**config.mk**
```make
export PLATFORM = sky130hd
export DESIGN_NAME = ssp_tx_logic
export DESIGN_NICKNAME = d
export VERILOG_FILES = /design/src/rtl/ssp_tx_logic.sv
export SDC_FILE = /design/constraint.sdc
export NUM_CORES = 1
export LEC_CHECK = 0
export CAP_MARGIN = 25
export CORE_MARGIN = 1.5
export CORE_UTILIZATION = 55
export CTS_CLUSTER_SIZE = 30
export DETAILED_ROUTE_END_ITERATION = 7
export PLACE_DENSITY = 0.77
export SETUP_SLACK_MARGIN = 0.5
export SYNTH_ARGS = -nofsm -noshare
export SYNTH_HDL_FRONTEND = slang
export SYNTH_SLANG_ARGS = --single-unit
```
**constraint.sdc**
```tcl
create_clock -name PCLK -period 2.8 [get_ports PCLK]
set_clock_uncertainty 0.2 [all_clocks]
set_input_delay 0.42 -clock PCLK [delete_from_list [all_inputs] [get_ports PCLK]]
set_output_delay 0.42 -clock PCLK [all_outputs]
set_load 0.01 [all_outputs]
```
**src/rtl/ssp_tx_logic.sv**
```systemverilog
// ssp_tx_logic: SSP transmit serializer.
// Pops bytes from the transmit FIFO and drives SSPCLKOUT, a one-period
// frame-sync pulse and MSB-first data. Back-to-back frames run with no idle gap.
// Optional feature macro: SSP_TX_LOOPBACK_EN (adds LBM input and LB_* outputs).
module ssp_tx_logic #(
  parameter int unsigned CLK_DIV = 2
) (
  input  logic       PCLK,
  input  logic       CLEAR,
  input  logic       SSE,
  input  logic       TxVALID,
  input  logic [7:0] TxDATA,
`ifdef SSP_TX_LOOPBACK_EN
  input  logic       LBM,
  output logic       LB_CLK,
  output logic       LB_FSS,
  output logic       LB_TXD,
`endif
  output logic       TxREAD,
  output logic       SSPCLKOUT,
  output logic       SSPFSSOUT,
  output logic       SSPTXD,
  output logic       SSPOE_B,
  output logic       BUSY
);

  typedef enum logic [1:0] {
    ST_IDLE  = 2'd0,
    ST_SYNC  = 2'd1,
    ST_SHIFT = 2'd2
  } state_t;

  localparam logic [7:0] HC_MAX = 8'(CLK_DIV - 1);

  state_t     state_q, state_d;
  logic [7:0] hc_q, hc_d;
  logic       sclk_q, sclk_d;
  logic       fss_q, fss_d;
  logic       txd_q, txd_d;
  logic       oe_b_q, oe_b_d;
  logic       busy_q, busy_d;
  logic       txread_q, txread_d;
  logic [7:0] shift_q, shift_d;
  logic [7:0] hold_q, hold_d;
  logic [2:0] idx_q, idx_d;
  logic       b2b_q, b2b_d;

  logic       wrap_s;
  logic       fall_s;
  logic [7:0] hc_next_s;
  logic       load_ok_s;

  // Half-period timing: wrap ends a half period, a wrap while high is a fall.
  always_comb begin
    wrap_s    = (hc_q == HC_MAX);
    fall_s    = wrap_s && sclk_q;
    hc_next_s = wrap_s ? 8'd0 : (hc_q + 8'd1);
    load_ok_s = SSE && TxVALID;
  end

  // Next-state logic: frame sequencing, FIFO pops and serial pin values.
  always_comb begin
    state_d  = state_q;
    hc_d     = hc_q;
    sclk_d   = sclk_q;
    fss_d    = fss_q;
    txd_d    = txd_q;
    oe_b_d   = oe_b_q;
    busy_d   = busy_q;
    txread_d = 1'b0;
    shift_d  = shift_q;
    hold_d   = hold_q;
    idx_d    = idx_q;
    b2b_d    = b2b_q;
    case (state_q)
      ST_IDLE: begin
        hc_d   = 8'd0;
        sclk_d = 1'b0;
        fss_d  = 1'b0;
        txd_d  = 1'b0;
        oe_b_d = 1'b1;
        busy_d = 1'b0;
        idx_d  = 3'd7;
        b2b_d  = 1'b0;
        if (load_ok_s) begin
          txread_d = 1'b1;
          shift_d  = TxDATA;
          state_d  = ST_SYNC;
          fss_d    = 1'b1;
          oe_b_d   = 1'b0;
          busy_d   = 1'b1;
        end else begin
          state_d = ST_IDLE;
        end
      end
      ST_SYNC: begin
        hc_d = hc_next_s;
        if (wrap_s) begin
          sclk_d = ~sclk_q;
        end else begin
          sclk_d = sclk_q;
        end
        if (fall_s) begin
          fss_d   = 1'b0;
          txd_d   = shift_q[7];
          idx_d   = 3'd7;
          state_d = ST_SHIFT;
        end else begin
          state_d = ST_SYNC;
        end
      end
      ST_SHIFT: begin
        hc_d = hc_next_s;
        if (wrap_s) begin
          sclk_d = ~sclk_q;
        end else begin
          sclk_d = sclk_q;
        end
        if (fall_s) begin
          if (idx_q == 3'd0) begin
            if (b2b_q) begin
              // Next byte follows immediately; its sync was sent with our LSB.
              shift_d = hold_q;
              txd_d   = hold_q[7];
              fss_d   = 1'b0;
              idx_d   = 3'd7;
              b2b_d   = 1'b0;
            end else begin
              state_d = ST_IDLE;
              hc_d    = 8'd0;
              sclk_d  = 1'b0;
              fss_d   = 1'b0;
              txd_d   = 1'b0;
              oe_b_d  = 1'b1;
              busy_d  = 1'b0;
            end
          end else begin
            idx_d = idx_q - 3'd1;
            txd_d = shift_q[idx_q - 3'd1];
            if ((idx_q == 3'd1) && load_ok_s) begin
              // Entering the LSB with data waiting: pop it and flag back-to-back.
              txread_d = 1'b1;
              hold_d   = TxDATA;
              fss_d    = 1'b1;
              b2b_d    = 1'b1;
            end else begin
              fss_d = 1'b0;
            end
          end
        end else begin
          idx_d = idx_q;
        end
      end
      default: begin
        state_d = ST_IDLE;
        hc_d    = 8'd0;
        sclk_d  = 1'b0;
        fss_d   = 1'b0;
        txd_d   = 1'b0;
        oe_b_d  = 1'b1;
        busy_d  = 1'b0;
        idx_d   = 3'd7;
        b2b_d   = 1'b0;
      end
    endcase
  end

  // State and core output registers with synchronous clear.
  always_ff @(posedge PCLK) begin
    if (CLEAR) begin
      state_q  <= ST_IDLE;
      hc_q     <= 8'd0;
      sclk_q   <= 1'b0;
      fss_q    <= 1'b0;
      txd_q    <= 1'b0;
      oe_b_q   <= 1'b1;
      busy_q   <= 1'b0;
      txread_q <= 1'b0;
      shift_q  <= 8'd0;
      hold_q   <= 8'd0;
      idx_q    <= 3'd7;
      b2b_q    <= 1'b0;
    end else begin
      state_q  <= state_d;
      hc_q     <= hc_d;
      sclk_q   <= sclk_d;
      fss_q    <= fss_d;
      txd_q    <= txd_d;
      oe_b_q   <= oe_b_d;
      busy_q   <= busy_d;
      txread_q <= txread_d;
      shift_q  <= shift_d;
      hold_q   <= hold_d;
      idx_q    <= idx_d;
      b2b_q    <= b2b_d;
    end
  end

  assign TxREAD = txread_q;
  assign BUSY   = busy_q;

`ifdef SSP_TX_LOOPBACK_EN
  logic pin_clk_q, pin_clk_d;
  logic pin_fss_q, pin_fss_d;
  logic pin_txd_q, pin_txd_d;
  logic pin_oe_b_q, pin_oe_b_d;
  logic lb_clk_q, lb_clk_d;
  logic lb_fss_q, lb_fss_d;
  logic lb_txd_q, lb_txd_d;

  // Route the serial signals either to the pads or to the loopback outputs.
  always_comb begin
    if (LBM) begin
      pin_clk_d  = 1'b0;
      pin_fss_d  = 1'b0;
      pin_txd_d  = 1'b0;
      pin_oe_b_d = 1'b1;
      lb_clk_d   = sclk_d;
      lb_fss_d   = fss_d;
      lb_txd_d   = txd_d;
    end else begin
      pin_clk_d  = sclk_d;
      pin_fss_d  = fss_d;
      pin_txd_d  = txd_d;
      pin_oe_b_d = oe_b_d;
      lb_clk_d   = 1'b0;
      lb_fss_d   = 1'b0;
      lb_txd_d   = 1'b0;
    end
  end

  // Pad and loopback output registers.
  always_ff @(posedge PCLK) begin
    if (CLEAR) begin
      pin_clk_q  <= 1'b0;
      pin_fss_q  <= 1'b0;
      pin_txd_q  <= 1'b0;
      pin_oe_b_q <= 1'b1;
      lb_clk_q   <= 1'b0;
      lb_fss_q   <= 1'b0;
      lb_txd_q   <= 1'b0;
    end else begin
      pin_clk_q  <= pin_clk_d;
      pin_fss_q  <= pin_fss_d;
      pin_txd_q  <= pin_txd_d;
      pin_oe_b_q <= pin_oe_b_d;
      lb_clk_q   <= lb_clk_d;
      lb_fss_q   <= lb_fss_d;
      lb_txd_q   <= lb_txd_d;
    end
  end

  assign SSPCLKOUT = pin_clk_q;
  assign SSPFSSOUT = pin_fss_q;
  assign SSPTXD    = pin_txd_q;
  assign SSPOE_B   = pin_oe_b_q;
  assign LB_CLK    = lb_clk_q;
  assign LB_FSS    = lb_fss_q;
  assign LB_TXD    = lb_txd_q;
`else
  assign SSPCLKOUT = sclk_q;
  assign SSPFSSOUT = fss_q;
  assign SSPTXD    = txd_q;
  assign SSPOE_B   = oe_b_q;
`endif

endmodule
```
# --- After elaboration in Yosys (flattened, before gate mapping) ---
# Cells that the tools add are included.
# W data, S select, Z words.
word_totals:
  regBits: 36
  out_inout_bits: 6
classes:
  n_addsub: 2
  n_lt_le_gt_ge: 1
  eq_ne: 12
  mux: 54
  bitwise: 3
  n_reduce_logical: 13
op_table:
  columns: ["operator", "count"]
  rows:
  - ["$mux W8", 8]
  - ["$pmux W8 S2", 2]
  - ["$mux W1", 26]
  - ["$mux W3", 4]
  - ["$ne A2 B2 Y1 const B", 6]
  - ["$pmux W1 S3", 3]
  - ["$reduce_and A3 Y1", 3]
  - ["$add A8 B1 Y8 const B", 1]
  - ["$eq A8 B1 Y1 const B", 1]
  - ["$mux W2", 4]
  - ["$pmux W1 S2", 4]
  - ["$reduce_and A4 Y1", 2]
  - ["$ne A3 B3 Y1 const B", 2]
  - ["$pmux W2 S3", 1]
  - ["$pmux W3 S2", 1]
  - ["$reduce_and A5 Y1", 1]
  - ["$lt A3 B4 Y1 const B", 1]
  - ["$bmux W1 S3", 1]
  - ["$eq A3 B1 Y1 const B", 1]
  - ["$logic_and A1 B1 Y1", 3]
  - ["$logic_not A3 Y1", 1]
  - ["$not A1 Y1", 3]
  - ["$sub A3 B1 Y3 const B", 1]
  - ["$eq A2 B1 Y1 const B", 1]
  - ["other kinds (4)", 4]

# --- Longest topological paths before layout ---
# Gate-level depths: netlist of run 1.
logic_depth:
  word_depth: 6
  depth_mapped: 10

# --- Worst setup path before layout of run 1 ---
# No wires, ideal clock.
synth_timing:
  kind: "register to register"
  startpoint: "register hc_q[0]"
  endpoint: "register shift_q[6]"
  setup_time_ns: 0.079
  arrival_time_ns: 2.229
  required_time_ns: 2.521
  setup_slack_ns: 0.292
  stages_incl_launch_ff: 10
  period_less_slack_ns: 2.508
  cell_sequence: "dfxtp_1 > ha_1 > or4b_4 > nor4_4 > ha_1 > nand4b_1 > a22oi_4 > buf_6 > nor2_1 > a211oi_2"
synth_via:
  elab_chain_cells: 4
synth_rtl:
  columns: ["element", "line", "text"]
  rows:
  - ["start: declaration", "36", "logic [7:0] hc_q, hc_d;"]
  - ["start signal: assignment", "172", "hc_q <= 8'd0;"]
  - ["start signal: assignment", "185", "hc_q <= hc_d;"]
  - ["$eq A8 B1 Y1", "55", "wrap_s = (hc_q == HC_MAX);"]
  - ["$logic_and A1 B1 Y1", "56", "fall_s = wrap_s && sclk_q;"]
  - ["$ne A2 B2 Y1 (no line)", null, null]
  - ["$reduce_and A5 Y1 (no line)", null, null]
  - ["end signal: assignment", "192", "shift_q <= shift_d;"]
  - ["end: declaration", "43", "logic [7:0] shift_q, shift_d;"]
# Every way passes these cells.
# A chain may end at the register's enable or synchronous reset.

# --- Worst setup path after layout of run 1 ---
layout_timing:
  startpoint: "register hc_q[1]"
  endpoint: "register txd_q, in the netlist SSPTXD"
layout_via:
  elab_chain_cells: 4
  elab_cells_between_ends: 5
  cone_classes: "3 x eq/ne; 2 x reduce/logical"
layout_rtl:
  columns: ["element", "line", "text"]
  rows:
  - ["$eq A8 B1 Y1 (*)", "55", null]
  - ["$logic_and A1 B1 Y1 (*)", "56", null]
  - ["$ne A2 B2 Y1 (no line)", null, null]
  - ["$reduce_and A2 Y1 (no line) (*)", null, null]
  - ["end signal: assignment", "188", "txd_q <= txd_d;"]
  - ["end: declaration", "39", "logic txd_q, txd_d;"]
# Mark *: on every way between the ends. The rest lies on a longest branch, timed or not.

==> results.yml, run 1 <==
status:
  outcome: "complete, no violations"
yosys:
  yosys_warnings: 0
  syn_nets: 208
  ys_types: 46
  async_flop_share: 0
  ys_seq_area_frac: 0.398
  ys_ff_latch: 36
  synthCells: 187
  syn_area_mm2: 0.00181
  synth_edf_count: 0
  avgSynthCellArea_um2: 9.69
  synth_ff_type: "dfxtp_1"
finish:
  final_nets: 243
  diodes: 0
  final_common_cell: "dfxtp_1"
  finalInstanceArea_mm2: 0.00240
  utilization: 0.774
  final_layout_size_suffix_gt1_frac: 0.300
  final_cell_mix: "dfxtp_1 (34), nor2_1 (22), clkdlybuf4s50_1 (17)"
  stdcell_count: 267
  area_growth_pct: 32.5
place:
  dp_cells: 243
  gp_congestion: 0.797
  placed_area_mm2: 0.00202
  portBuffers: 17
  dp_hpwl_um: 2350
floorplan:
  core_mm2: 0.00310
  io_pins: 18
  dieArea_mm2: 0.00365
  die_height_um: 60.4
  initial_core_util: 0.584
  fp.dieW_um: 60.4
  row_count: 20
global_route:
  antenna_found_initial: 0
  grt_max_degree: 28
  grt_use_total: 0.230
  grt_pass1_wl_um: 6200
  grt-ovfl-total: 0
  grt_pass1_vias: 1422
drt:
  route.final.wire_length_um: 4160
  detail_route.wl_per_cell_um: 15.6
  drc_errors: 0
  via_per_inst: 5.69
  postRouteAntennaNets: 0
  dr.pass1.iters: 4
  vias: 1520
  drt-initial-drc-count: 119
hold_path:
  hold_depth: 2
  hp-class: "reg2reg"
  worst_hold_path.endpoint: "idx_q[1]"
  min-delay-start: "idx_q[1]"
timing:
  slew_viol_final: 0
  period_share: 0.948
  holdWs_ps: 293
  setup_tns_ps: 0
  slew_headroom: 0.679
  min_period_ps: 2650
  rsz0062_at_grt: "yes"
  worst_pin_slew_ps: 482
  fmax_mhz: 377
  hold_viol_final: 0
  setup_viol: 0
clock_network:
  clockBufferDepth: 2
  htreeDepth: 2
  cts_sinks: 36
  cts_tree: "built"
  cts.clk_slew.worst_paths_ps: 110
  clock_latency_ps: 350
  root_buffer: "clkbuf_4"
  numCtsBuffers: 5
critical_path:
  arrival_ps: 2680
  crit_path_max_incr_delay_ps: 460
  cp_cell_sequence: "inv_2 > ha_1 > or4b_4 > nor4_4 > ha_4 > buf_4 > buf_6 > o21ba_4 > and2_1 > a31oi_1 > o22ai_1"
  worst-setup-path-type: "reg2reg"
  r2r_start: "hc_q[1]"
  regToRegEndpoint: "SSPTXD"
  rr_worst_depth: 11
  critPathLaunchType: "flop"
  worstPathRequired_ps: 2820
  cp-end-kind: "flop"
  crit_slowest_cell: "or4b_4"
  r2r_slack_ps: 150
  crit_fanout: 4
pwr:
  irDropWorstVdd_mv: 0.313
  leakage_nw: 0.901
  power.density_mw_per_mm2: 440
flow_run:
  maxCapViolCount: 0
## sequential cells by signal (all words and copies together), names as in the netlist
| register | count |
|---|---|
| state_q | 2 |
| SSPCLKOUT | 1 |
| hold_q | 8 |
| TxREAD | 1 |
| hc_q | 8 |
| idx_q | 3 |
| BUSY | 1 |
| SSPOE_B | 1 |
| SSPTXD | 1 |
| b2b_q | 1 |
| shift_q | 8 |
| SSPFSSOUT | 1 |
## cell usage after synthesis, types with 2 or more instances
cell / count / area, µm²
a211oi_1: 6 / 45.0
a211oi_2: 2 / 25.0
a21oi_1: 10 / 50.1
buf_2: 3 / 15.0
buf_6: 2 / 22.5
clkbuf_1: 4 / 15.0
dfxtp_1: 36 / 721
ha_1: 9 / 113
inv_1: 7 / 26.3
mux2i_1: 17 / 170
mux4_2: 2 / 45.0
nand2_1: 6 / 22.5
nand2b_1: 5 / 31.3
nand3_1: 7 / 35.0
nand4b_1: 2 / 17.5
nor2_1: 23 / 86.3
nor2_2: 7 / 43.8
nor3_1: 2 / 10.0
nor3b_1: 2 / 15.0
o21ai_0: 4 / 20.0
xnor2_1: 5 / 43.8
xor2_1: 2 / 17.5
## logic make-up after synthesis
| kind of cell | Yosys count | synth area share |
|---|---|---|
| compound gates | 34 | 0.138 |
| simple gates | 64 | 0.201 |
| flops | 36 | 0.398 |
| xor+xnor | 7 | 0.0338 |
| fa+ha+maj | 9 | 0.0622 |
| mux | 19 | 0.119 |
| buf+inv | 18 | 0.0483 |
## metal layers
layer	share of wire	vias to the layer above	GRT usage
met2	0.50	51	0.387
li1	-	730	-
met1	0.43	727	0.277
met5	0	-	0
met4	0.015	0	0.0730
met3	0.052	12	0.0768
## what timing repair did
item,CTS,global route
buffers inserted,14,2
endpoints found under the setup margin,27,36
hold buffers,0,0
pin swaps,6,16
gates resized for setup,14,17
## stage by stage
stage | setup WS [ps] | power [W]
final | 146 | 0.00106
after global routing | 66.9 | 0.00110
after CTS | 324 | 0.00105
after detailed placement | 213 | 0.000628
after global placement | 260 | 0.000625
after floorplan | 391 | 0.000594
## power breakdown
part	switching (W)	total [W]	internal, W
sequential	0.00000758	0.000533	0.000525
combinational	0.0000502	0.000109	0.0000591
clock	0.000178	0.000415	0.000237
## worst max-delay path, delay by kind of cell, from the launching register on
kind                       cells  cell delay (ps)
and+or+nand+nor                3              940
AOI/OAI and AO/OA              3              450
adders and majority gates      2              350
DFF                            1              340
buffers and inverters          3              240
## worst max path at each step
stage          startpoint          to  slack, ps  depth (start not counted)
2_1_floorplan     hc_q[0]  shift_q[6]        390                          9
3_3_place_gp      hc_q[1]  shift_q[5]        260                          9
3_5_place_dp      hc_q[0]  shift_q[2]        210                          8
4_1_cts           hc_q[1]  shift_q[5]        320                         10
5_1_grt           hc_q[1]      SSPTXD         70                         11
6_report          hc_q[1]      SSPTXD        150                         11
## cell type report
type / count / area [µm²]
Multi-Input combinational cell: 133 / 1120
Timing Repair Buffer: 39 / 383
Clock inverter: 1 / 30.0
Inverter: 7 / 28.8
Clock buffer: 7 / 65.1
Sequential cell: 36 / 723
Fill cell: 216 / 702
Tap cell: 44 / 55.1
(Power assumes the default switching activity.)
==> inputs of run 2 (changes only) <==
Settings changed: GPL_ROUTABILITY_DRIVEN set to 1, REMOVE_ABC_BUFFERS set to 1.
==> run 2 against run 1 <==
Against the previous run:
- setup slack improved by 15 ps
- flip-flop and latch count unchanged
- non-clock buffer count grew 2
- register-to-register slack hardly changed
==> results.yml, run 2 (same netlist as run 1, synthesis figures left out) <==
status:
  outcome: "complete, no violations"
floorplan:
  initial_core_util: 0.584
  io_pins: 18
  row_count: 20
  core_mm2: 0.00310
  die_height_um: 60.4
  dieArea_mm2: 0.00365
  fp.dieW_um: 60.4
finish:
  final_nets: 245
  fillers: 214
  stdcell_count: 268
  seq_area_um2: 723
  final_common_cell: "dfxtp_1"
  diodes: 0
  reg.largest.list: "hc_q x8, hold_q x8, shift_q x8"
  final_cell_mix: "dfxtp_1 (34), mux2i_1 (17), clkdlybuf4s50_1 (17)"
  area_growth_pct: 33.1
  multiInputGateArea_mm2: 0.00117
  final_layout_size_suffix_gt1_frac: 0.348
place:
  gp_congestion: 0.803
  dp_cells: 242
  dp_hpwl_um: 2540
  portBuffers: 17
timing:
  setup_viol: 0
  min_period_ps: 2640
  rsz0062_at_grt: "yes"
  slew_viol_final: 0
  fmax_mhz: 379
  hold_viol_final: 0
  period_share: 0.942
  worst_pin_slew_ps: 615
  setup_tns_ps: 0
  slew_headroom: 0.590
global_route:
  grt_max_degree: 28
  grt_pass1_vias: 1501
  antenna_found_initial: 0
  grt-ovfl-total: 0
  grt_use_total: 0.255
  grt_pass1_wl_um: 6770
clock_network:
  root_buffer: "clkbuf_4"
  clockBufferDepth: 2
  clock_latency_ps: 350
  cts.clk_slew.worst_paths_ps: 110
  cts_tree: "built"
  cts_sinks: 36
  htreeDepth: 2
  numCtsBuffers: 5
critical_path:
  cp-end-kind: "flop"
  crit_start: "hc_q[1]"
  worstPathRequired_ps: 2860
  critPathLaunchType: "flop"
  arrival_ps: 2700
  r2r_start: "hc_q[1]"
  crit_fanout: 5
  worst-setup-path-type: "reg2reg"
drt:
  dr.pass1.iters: 4
  postRouteAntennaNets: 0
  route.final.wire_length_um: 4880
  via_per_inst: 5.78
  vias: 1550
  drc_errors: 0
  drt-initial-drc-count: 98
  detail_route.wl_per_cell_um: 18.2
pwr:
  p_switching_w: 0.000240
  combPwrFrac: 0.134
  switching_share: 0.260
  power.density_mw_per_mm2: 382
  leakage_nw: 0.892
  p_clk_frac: 0.286
  p_int_w: 0.000682
  irDropWorstVdd_mv: 0.387
  power_frac_seq: 0.580
flow_run:
  maxCapViolCount: 0
hold_path:
  hp-class: "reg2reg"
  min-delay-start: "BUSY"
## run 2: power by group through the flow
stage                     Sequential (W)  Combinational (W)  Clock (W)
final                           0.000535           0.000124   0.000263
after global routing            0.000536           0.000131   0.000291
after floorplan                 0.000543          0.0000425          0
after CTS                       0.000532          0.0000954   0.000262
after global placement          0.000543          0.0000822          0
after detailed placement        0.000544          0.0000840          0
## run 2: final cells by class
class	count	area share
Tap cell	44	0.0228
Sequential cell	36	0.300
Inverter	7	0.0119
Clock inverter	1	0.00207
Clock buffer	6	0.0171
Multi-Input combinational cell	133	0.485
Timing Repair Buffer	41	0.161
## run 2: final timing paths
kind / end / slack (ps) / depth (start not counted)
min reg2reg: BUSY / 290 / 2
max reg2reg: shift_q[7] / 160 / 10
max: shift_q[7] / 160 / 10
min: BUSY / 290 / 2
## run 2: routing by layer
layer  wire (µm)  part of all wire  track usage  vias to the layer above
met2        2400              0.49        0.424                       60
met4         226             0.046        0.121                        0
met1        1990              0.41        0.304                      735
met3         258             0.053       0.0746                       23
met5           0                 0            0                        -
li1            -                 -            -                      732
## run 2: metrics by stage
step	worst slack [ps]	hold slack, ps	utilization	power, W	area (µm²)
floorplan	284	238	-	0.000586	1750
global placement	256	251	0.649	0.000625	2010
detailed placement	129	287	0.649	0.000628	2010
CTS	361	301	0.713	0.000889	2210
global route	127	324	0.777	0.000958	2410
finish	161	292	0.777	0.000922	2410
## run 2: what timing repair did
action | 4_1_cts | 5_1_grt
cloned | 1 | 1
hold buffers | 0 | 0
pin swaps | 5 | 19
setup endpoints to repair | 34 | 35
resized for setup | 20 | 34
buffers inserted | 10 | 7
## run 2: critical path: stages (launching register included)
cell and delay, ps:
dfxtp_2 340, inv_2 60, ha_4 120, or4b_4 480
nor4_4 290, ha_4 220, nand4b_1 150, a22oi_4 290
buf_6 160, nor2_2 40, a211oi_1 200
